**config.mk**
```make
export PLATFORM = sky130hd
export DESIGN_NAME = morse_key_capture
export DESIGN_NICKNAME = d
export VERILOG_FILES = /design/src/rtl/morse_key_capture.sv
export SDC_FILE = /design/constraint.sdc
export NUM_CORES = 1
export LEC_CHECK = 0
export ABC_CLOCK_PERIOD_IN_PS = 2600
export CAP_MARGIN = 20
export CORE_ASPECT_RATIO = 0.5
export CORE_MARGIN = 2
export CORE_UTILIZATION = 57
export CTS_BUF_LIST = sky130_fd_sc_hd__clkbuf_16
export DETAILED_ROUTE_END_ITERATION = 16
export PLACE_DENSITY = 0.76
export SYNTH_ARGS = -nofsm -noshare
export SYNTH_HDL_FRONTEND = slang
export SYNTH_SLANG_ARGS = --single-unit
export TNS_END_PERCENT = 20
```
**constraint.sdc**
```tcl
create_clock -name clk -period 2.6 [get_ports clk]
set_input_delay 0.52 -clock clk [delete_from_list [all_inputs] [get_ports clk]]
set_output_delay 0.52 -clock clk [all_outputs]
set_load 0.05 [all_outputs]
```
**src/rtl/morse_key_capture.sv**
```systemverilog
// Morse key capture: synchronizes, debounces and times a telegraph key, packing dots/dashes into a 10-bit code.
// Optional MORSE_WORD_GAP_EN adds a WORD state that emits a space code (10'b0) after a long silence.
module morse_key_capture #(
  parameter int TICK_DIV         = 500000,
  parameter int DEBOUNCE_TICKS   = 2,
  parameter int LONG_TICKS       = 20,
  parameter int LETTER_GAP_TICKS = 40,
  parameter int WORD_GAP_TICKS   = 100,
  parameter int CNT_W            = 8
) (
  input  logic       clk,
  input  logic       rst,
  input  logic       key_in,
  output logic [9:0] morse_out,
  output logic       morse_valid,
  output logic       overflow,
  output logic       busy
);

  localparam int PRESC_W = (TICK_DIV > 2) ? $clog2(TICK_DIV) : 1;
  localparam int DEB_W   = $clog2(DEBOUNCE_TICKS + 1);
  localparam logic [CNT_W-1:0] CNT_MAX   = '1;
  localparam logic [CNT_W-1:0] LONG_TH   = CNT_W'(LONG_TICKS);
  localparam logic [CNT_W-1:0] LETTER_TH = CNT_W'(LETTER_GAP_TICKS);

  // Elaboration-time sanity check of the timing parameters.
  if (TICK_DIV < 2 || DEBOUNCE_TICKS < 1 || WORD_GAP_TICKS <= LETTER_GAP_TICKS ||
      WORD_GAP_TICKS >= (1 << CNT_W)) begin : g_bad_cfg
    $error("morse_key_capture: illegal parameter set");
  end

  typedef enum logic [2:0] {
    S_IDLE    = 3'd0,
    S_PRESS   = 3'd1,
    S_GAP     = 3'd2,
    S_EMIT    = 3'd3,
    S_DISCARD = 3'd4
`ifdef MORSE_WORD_GAP_EN
    , S_WORD  = 3'd5
`endif
  } state_t;

  logic               key_meta_r, key_sync_r, key_deb_r;
  logic [PRESC_W-1:0] presc_r;
  logic [DEB_W-1:0]   deb_cnt_r;
  state_t             state_r, state_nxt_s;
  logic [CNT_W-1:0]   press_cnt_r, press_nxt_s, gap_cnt_r, gap_nxt_s;
  logic [CNT_W-1:0]   press_inc_s, gap_inc_s;
  logic [9:0]         buf_r, buf_nxt_s, morse_out_r, out_nxt_s;
  logic [2:0]         idx_r, idx_nxt_s;
  logic               valid_r, valid_nxt_s, ovf_r, ovf_nxt_s, busy_r;
  logic               tick_s, deb_done_s, change_s, rise_s, fall_s;
  logic [1:0]         sym_s;

  assign tick_s      = (presc_r == PRESC_W'(TICK_DIV - 1));
  assign deb_done_s  = ((deb_cnt_r + DEB_W'(1)) == DEB_W'(DEBOUNCE_TICKS));
  // The debounced edge is acted on in the same cycle the debounced level flips.
  assign change_s    = tick_s && (key_sync_r != key_deb_r) && deb_done_s;
  assign rise_s      = change_s && key_sync_r;
  assign fall_s      = change_s && !key_sync_r;
  assign press_inc_s = (press_cnt_r == CNT_MAX) ? press_cnt_r : press_cnt_r + CNT_W'(1);
  assign gap_inc_s   = (gap_cnt_r == CNT_MAX) ? gap_cnt_r : gap_cnt_r + CNT_W'(1);
  assign sym_s       = (press_cnt_r >= LONG_TH) ? 2'b11 : 2'b10;

  // Input synchronizer, tick prescaler and tick-based debounce.
  always_ff @(posedge clk) begin
    if (rst) begin
      key_meta_r <= 1'b0;
      key_sync_r <= 1'b0;
      key_deb_r  <= 1'b0;
      presc_r    <= '0;
      deb_cnt_r  <= '0;
    end else begin
      key_meta_r <= key_in;
      key_sync_r <= key_meta_r;
      presc_r    <= tick_s ? '0 : presc_r + PRESC_W'(1);
      if (tick_s) begin
        if (key_sync_r != key_deb_r) begin
          if (deb_done_s) begin
            key_deb_r <= key_sync_r;
            deb_cnt_r <= '0;
          end else begin
            deb_cnt_r <= deb_cnt_r + DEB_W'(1);
          end
        end else begin
          deb_cnt_r <= '0;
        end
      end
    end
  end

  // Next-state and datapath decode; edges take priority over plain ticks.
  always_comb begin
    state_nxt_s = state_r;
    press_nxt_s = press_cnt_r;
    gap_nxt_s   = gap_cnt_r;
    buf_nxt_s   = buf_r;
    idx_nxt_s   = idx_r;
    out_nxt_s   = morse_out_r;
    valid_nxt_s = 1'b0;
    ovf_nxt_s   = 1'b0;
    case (state_r)
      S_IDLE: begin
        if (rise_s) begin
          state_nxt_s = S_PRESS;
          press_nxt_s = '0;
        end else begin
          state_nxt_s = S_IDLE;
        end
      end
      S_PRESS: begin
        if (fall_s) begin
          gap_nxt_s = '0;
          if (idx_r == 3'd5) begin
            ovf_nxt_s   = 1'b1;
            buf_nxt_s   = '0;
            idx_nxt_s   = '0;
            state_nxt_s = S_DISCARD;
          end else begin
            buf_nxt_s   = buf_r | ({sym_s, 8'b0} >> {idx_r, 1'b0});
            idx_nxt_s   = idx_r + 3'd1;
            state_nxt_s = S_GAP;
          end
        end else if (tick_s) begin
          press_nxt_s = press_inc_s;
        end else begin
          press_nxt_s = press_cnt_r;
        end
      end
      S_GAP: begin
        if (rise_s) begin
          state_nxt_s = S_PRESS;
          press_nxt_s = '0;
        end else if (tick_s) begin
          gap_nxt_s = gap_inc_s;
          if (gap_inc_s >= LETTER_TH) begin
            state_nxt_s = S_EMIT;
            out_nxt_s   = buf_r;
            valid_nxt_s = 1'b1;
            buf_nxt_s   = '0;
            idx_nxt_s   = '0;
          end else begin
            state_nxt_s = S_GAP;
          end
        end else begin
          gap_nxt_s = gap_cnt_r;
        end
      end
      S_EMIT: begin
`ifdef MORSE_WORD_GAP_EN
        state_nxt_s = S_WORD;
`else
        state_nxt_s = S_IDLE;
`endif
      end
      S_DISCARD: begin
        if (rise_s) begin
          gap_nxt_s = '0;
        end else if (tick_s && !key_deb_r) begin
          gap_nxt_s = gap_inc_s;
          if (gap_inc_s >= LETTER_TH) begin
            state_nxt_s = S_IDLE;
          end else begin
            state_nxt_s = S_DISCARD;
          end
        end else begin
          gap_nxt_s = gap_cnt_r;
        end
      end
`ifdef MORSE_WORD_GAP_EN
      S_WORD: begin
        if (rise_s) begin
          state_nxt_s = S_PRESS;
          press_nxt_s = '0;
        end else if (tick_s) begin
          gap_nxt_s = gap_inc_s;
          if (gap_inc_s >= CNT_W'(WORD_GAP_TICKS)) begin
            state_nxt_s = S_IDLE;
            out_nxt_s   = 10'b0;
            valid_nxt_s = 1'b1;
          end else begin
            state_nxt_s = S_WORD;
          end
        end else begin
          gap_nxt_s = gap_cnt_r;
        end
      end
`endif
      default: begin
        state_nxt_s = S_IDLE;
        buf_nxt_s   = '0;
        idx_nxt_s   = '0;
      end
    endcase
  end

  // FSM state, counters, symbol buffer and registered outputs.
  always_ff @(posedge clk) begin
    if (rst) begin
      state_r     <= S_IDLE;
      press_cnt_r <= '0;
      gap_cnt_r   <= '0;
      buf_r       <= '0;
      idx_r       <= '0;
      morse_out_r <= '0;
      valid_r     <= 1'b0;
      ovf_r       <= 1'b0;
      busy_r      <= 1'b0;
    end else begin
      state_r     <= state_nxt_s;
      press_cnt_r <= press_nxt_s;
      gap_cnt_r   <= gap_nxt_s;
      buf_r       <= buf_nxt_s;
      idx_r       <= idx_nxt_s;
      morse_out_r <= out_nxt_s;
      valid_r     <= valid_nxt_s;
      ovf_r       <= ovf_nxt_s;
      busy_r      <= (state_nxt_s != S_IDLE);
    end
  end

  assign morse_out   = morse_out_r;
  assign morse_valid = valid_r;
  assign overflow    = ovf_r;
  assign busy        = busy_r;

endmodule

```
==> results.yml <==
status:
  status: "completed"
cts:
  root_buffer: "clkbuf_16"
  cts_max_level: 3
  clk_transition_reported_paths_ns: 0.05
  hold_buffers: 0
  cts_tree: "built"
  numCtsBuffers: 9
  cts-resized-gates: 0
  clk_latency_ns: 0.34
  clockBufferDepth: 2
  clock-sinks: 69
  cts_setup_buffers: 0
power_and_ir_drop:
  peakVddDrop_v: 0.0005643
  leakage_nw: 1.306
  power_density_nw_per_um2: 636.7
timing:
  setup_tns_ns: 0
  period_minus_slack_ns: 2.356
  fin_skew_ns: 0.008961
  relSlewSlack_pct: 64.27
  hold_violations: 0
  max_freq_mhz: 424.4
  tightest_slew_ns: 0.5347
  rsz0062_at_grt: "false"
  period_share_pct: 90.63
  setup_viol: 0
  slew_viol_final: 0
hold_path:
  hold_path.class: "reg2reg"
  min_from: "key_meta_r"
route:
  drtAntennaViolNets: 0
  vias: 2763
  drcViolationCount: 0
  viasPerCell: 5.829
  wl_per_cell_um: 14.91
  drt-pass1-iter-count: 4
  drt-initial-drc-count: 296
  postRouteWirelength_um: 7069
final_layout:
  antennaDiodeCount: 0
  fill_cells: 446
  seq_area_um2: 1381
  finalNetCount: 404
  final_common_cell: "nor2_1"
  syn2layout_area_growth_pct: 16.64
  drive_above_1_share_pct: 9.227
  fin_area_um2: 3894
  final_cell_mix: "nor2_1, dfxtp_1, nand2_1"
  multiInputGateArea_um2: 1834
floorplan:
  fp.dieW_um: 112.2
  initial_core_util_pct: 60.01
  core_um2: 5563
  boundaryPins: 16
  std_cell_rows: 19
  die-area_um2: 6522
  die_y_um: 58.12
run:
  maxCapViolCount: 0
synthesis:
  synth_nets: 385
  yosys_register_bits: 69
  synth_area_leaders: "dfxtp_1, nor2_1, mux2i_1"
  ys_seq_area_share_pct: 41.38
  yosysTopAreaCellShare_pct: 41.38
  synth_warnings: 0
  yosys.area.top_type: "dfxtp_1"
  synth_edf_count: 0
  synth_cells: 377
  synth.avg_cell_area_um2: 8.855
  synthFlopType: "dfxtp_1"
  syn_area_um2: 3338
  synthDistinctLibCells: 62
  async_reset_ff_share_pct: 0
setup_path:
  cp-end-kind: "flip-flop"
  cp_data_arrival_time_ns: 2.59
  startpoint: "gap_cnt_r[0]"
  crit_required_ns: 2.83
  cp_max_fo: 7
  start_kind: "flip-flop"
  timing.rr.start: "gap_cnt_r[0]"
  worstSetupPathType: "reg2reg"
global_route:
  gr-total-overflow: 0
  grt_max_degree: 26
  grt_pass1_wl_um: 11930
  track_usage_pct: 23.28
  antenna_found_initial: 0
  grt_pass1_vias: 2634
placement:
  dpl.hpwl_um: 4812
  io_buffer_count: 15
  dpl_cell_area_um2: 3555
  gp_congestion: 0.9083
-- through the flow --
| step | utilization, % | hold WS, ns | std cells | worst slack, ns | total power [mW] |
|---|---|---|---|---|---|
| after global placement | 63.90 | 0.4300 | 458 | 0.3714 | 1.123 |
| after CTS | 70.00 | 0.4689 | 474 | 0.2540 | 2.503 |
| final | 70.00 | 0.4653 | 474 | 0.2437 | 2.479 |
| after floorplan | - | 0.4138 | 377 | 0.4994 | 1.112 |
| after global routing | 70.00 | 0.4765 | 474 | 0.02986 | 2.556 |
| after detailed placement | 63.90 | 0.4583 | 458 | 0.2852 | 1.126 |
-- cell type report --
class                      count  area share, %
clock buffer                   9          5.784
clock inverter                 7          2.924
inverter                      14          1.350
multi-input combinational    281          47.11
sequential                    69          35.48
tap                           73          2.346
timing repair buffer          21          5.013
-- critical path: stages, from the launching register on --
cell and delay, ns:
dfxtp_1 0.39, ha_1 0.24, clkinv_1 0.12, o211a_1 0.25, a2111o_1 0.30, a32oi_2 0.43, nand3_2 0.17, a2111oi_2 0.36
-- per-layer routing --
layer	global-route usage [%]	part of all wire [%]	wire length [µm]
met3	8.577	5.8	407
met4	7.491	1.2	86
met5	0	0	0
met2	40.02	47	3342
met1	27.71	46	3232
-- sequential cells by signal (all words and copies together) (netlist names) --
register,cells
state_r,3
morse_valid,1
busy,1
morse_out,10
key_sync_r,1
deb_cnt_r,2
key_meta_r,1
presc_r,19
gap_cnt_r,8
press_cnt_r,8
key_deb_r,1
idx_r,3
overflow,1
buf_r,10
-- kinds of logic after synthesis --
family,share of synthesized area [%]
flops,41.38
mux,4.198
compound gates,13.49
buf+inv,3.673
simple gates,28.04
fa+ha+maj,1.874
xor+xnor,7.346
-- synthesized netlist by cell type, types with 5 or more instances --
cell      instances
and2_1            8
ha_1              5
nand4_1           9
xor2_1           13
dfxtp_1          69
nand2_1          22
buf_2             5
nand3_1          13
nor3_1            8
a21oi_1          16
clkbuf_1          5
inv_1            13
o21ai_0           5
mux2i_1          14
xnor2_1          15
nor4_1            6
and3_1            5
nor2_1           70
-- final timing paths --
kind / to / slack (ns) / depth (start not counted)
setup / recovery: buf_r[2] / 0.24 / 7
hold / removal: key_sync_r / 0.47 / 1
setup reg to reg: buf_r[2] / 0.24 / 7
hold reg to reg: key_sync_r / 0.47 / 1
-- where the power goes --
group	switching (mW)	internal, mW
Sequential	0.00533	1.06
Clock	0.445	0.930
Combinational	0.0239	0.0112
Total	0.474	2.00
Power figures use the tool's default switching activity.
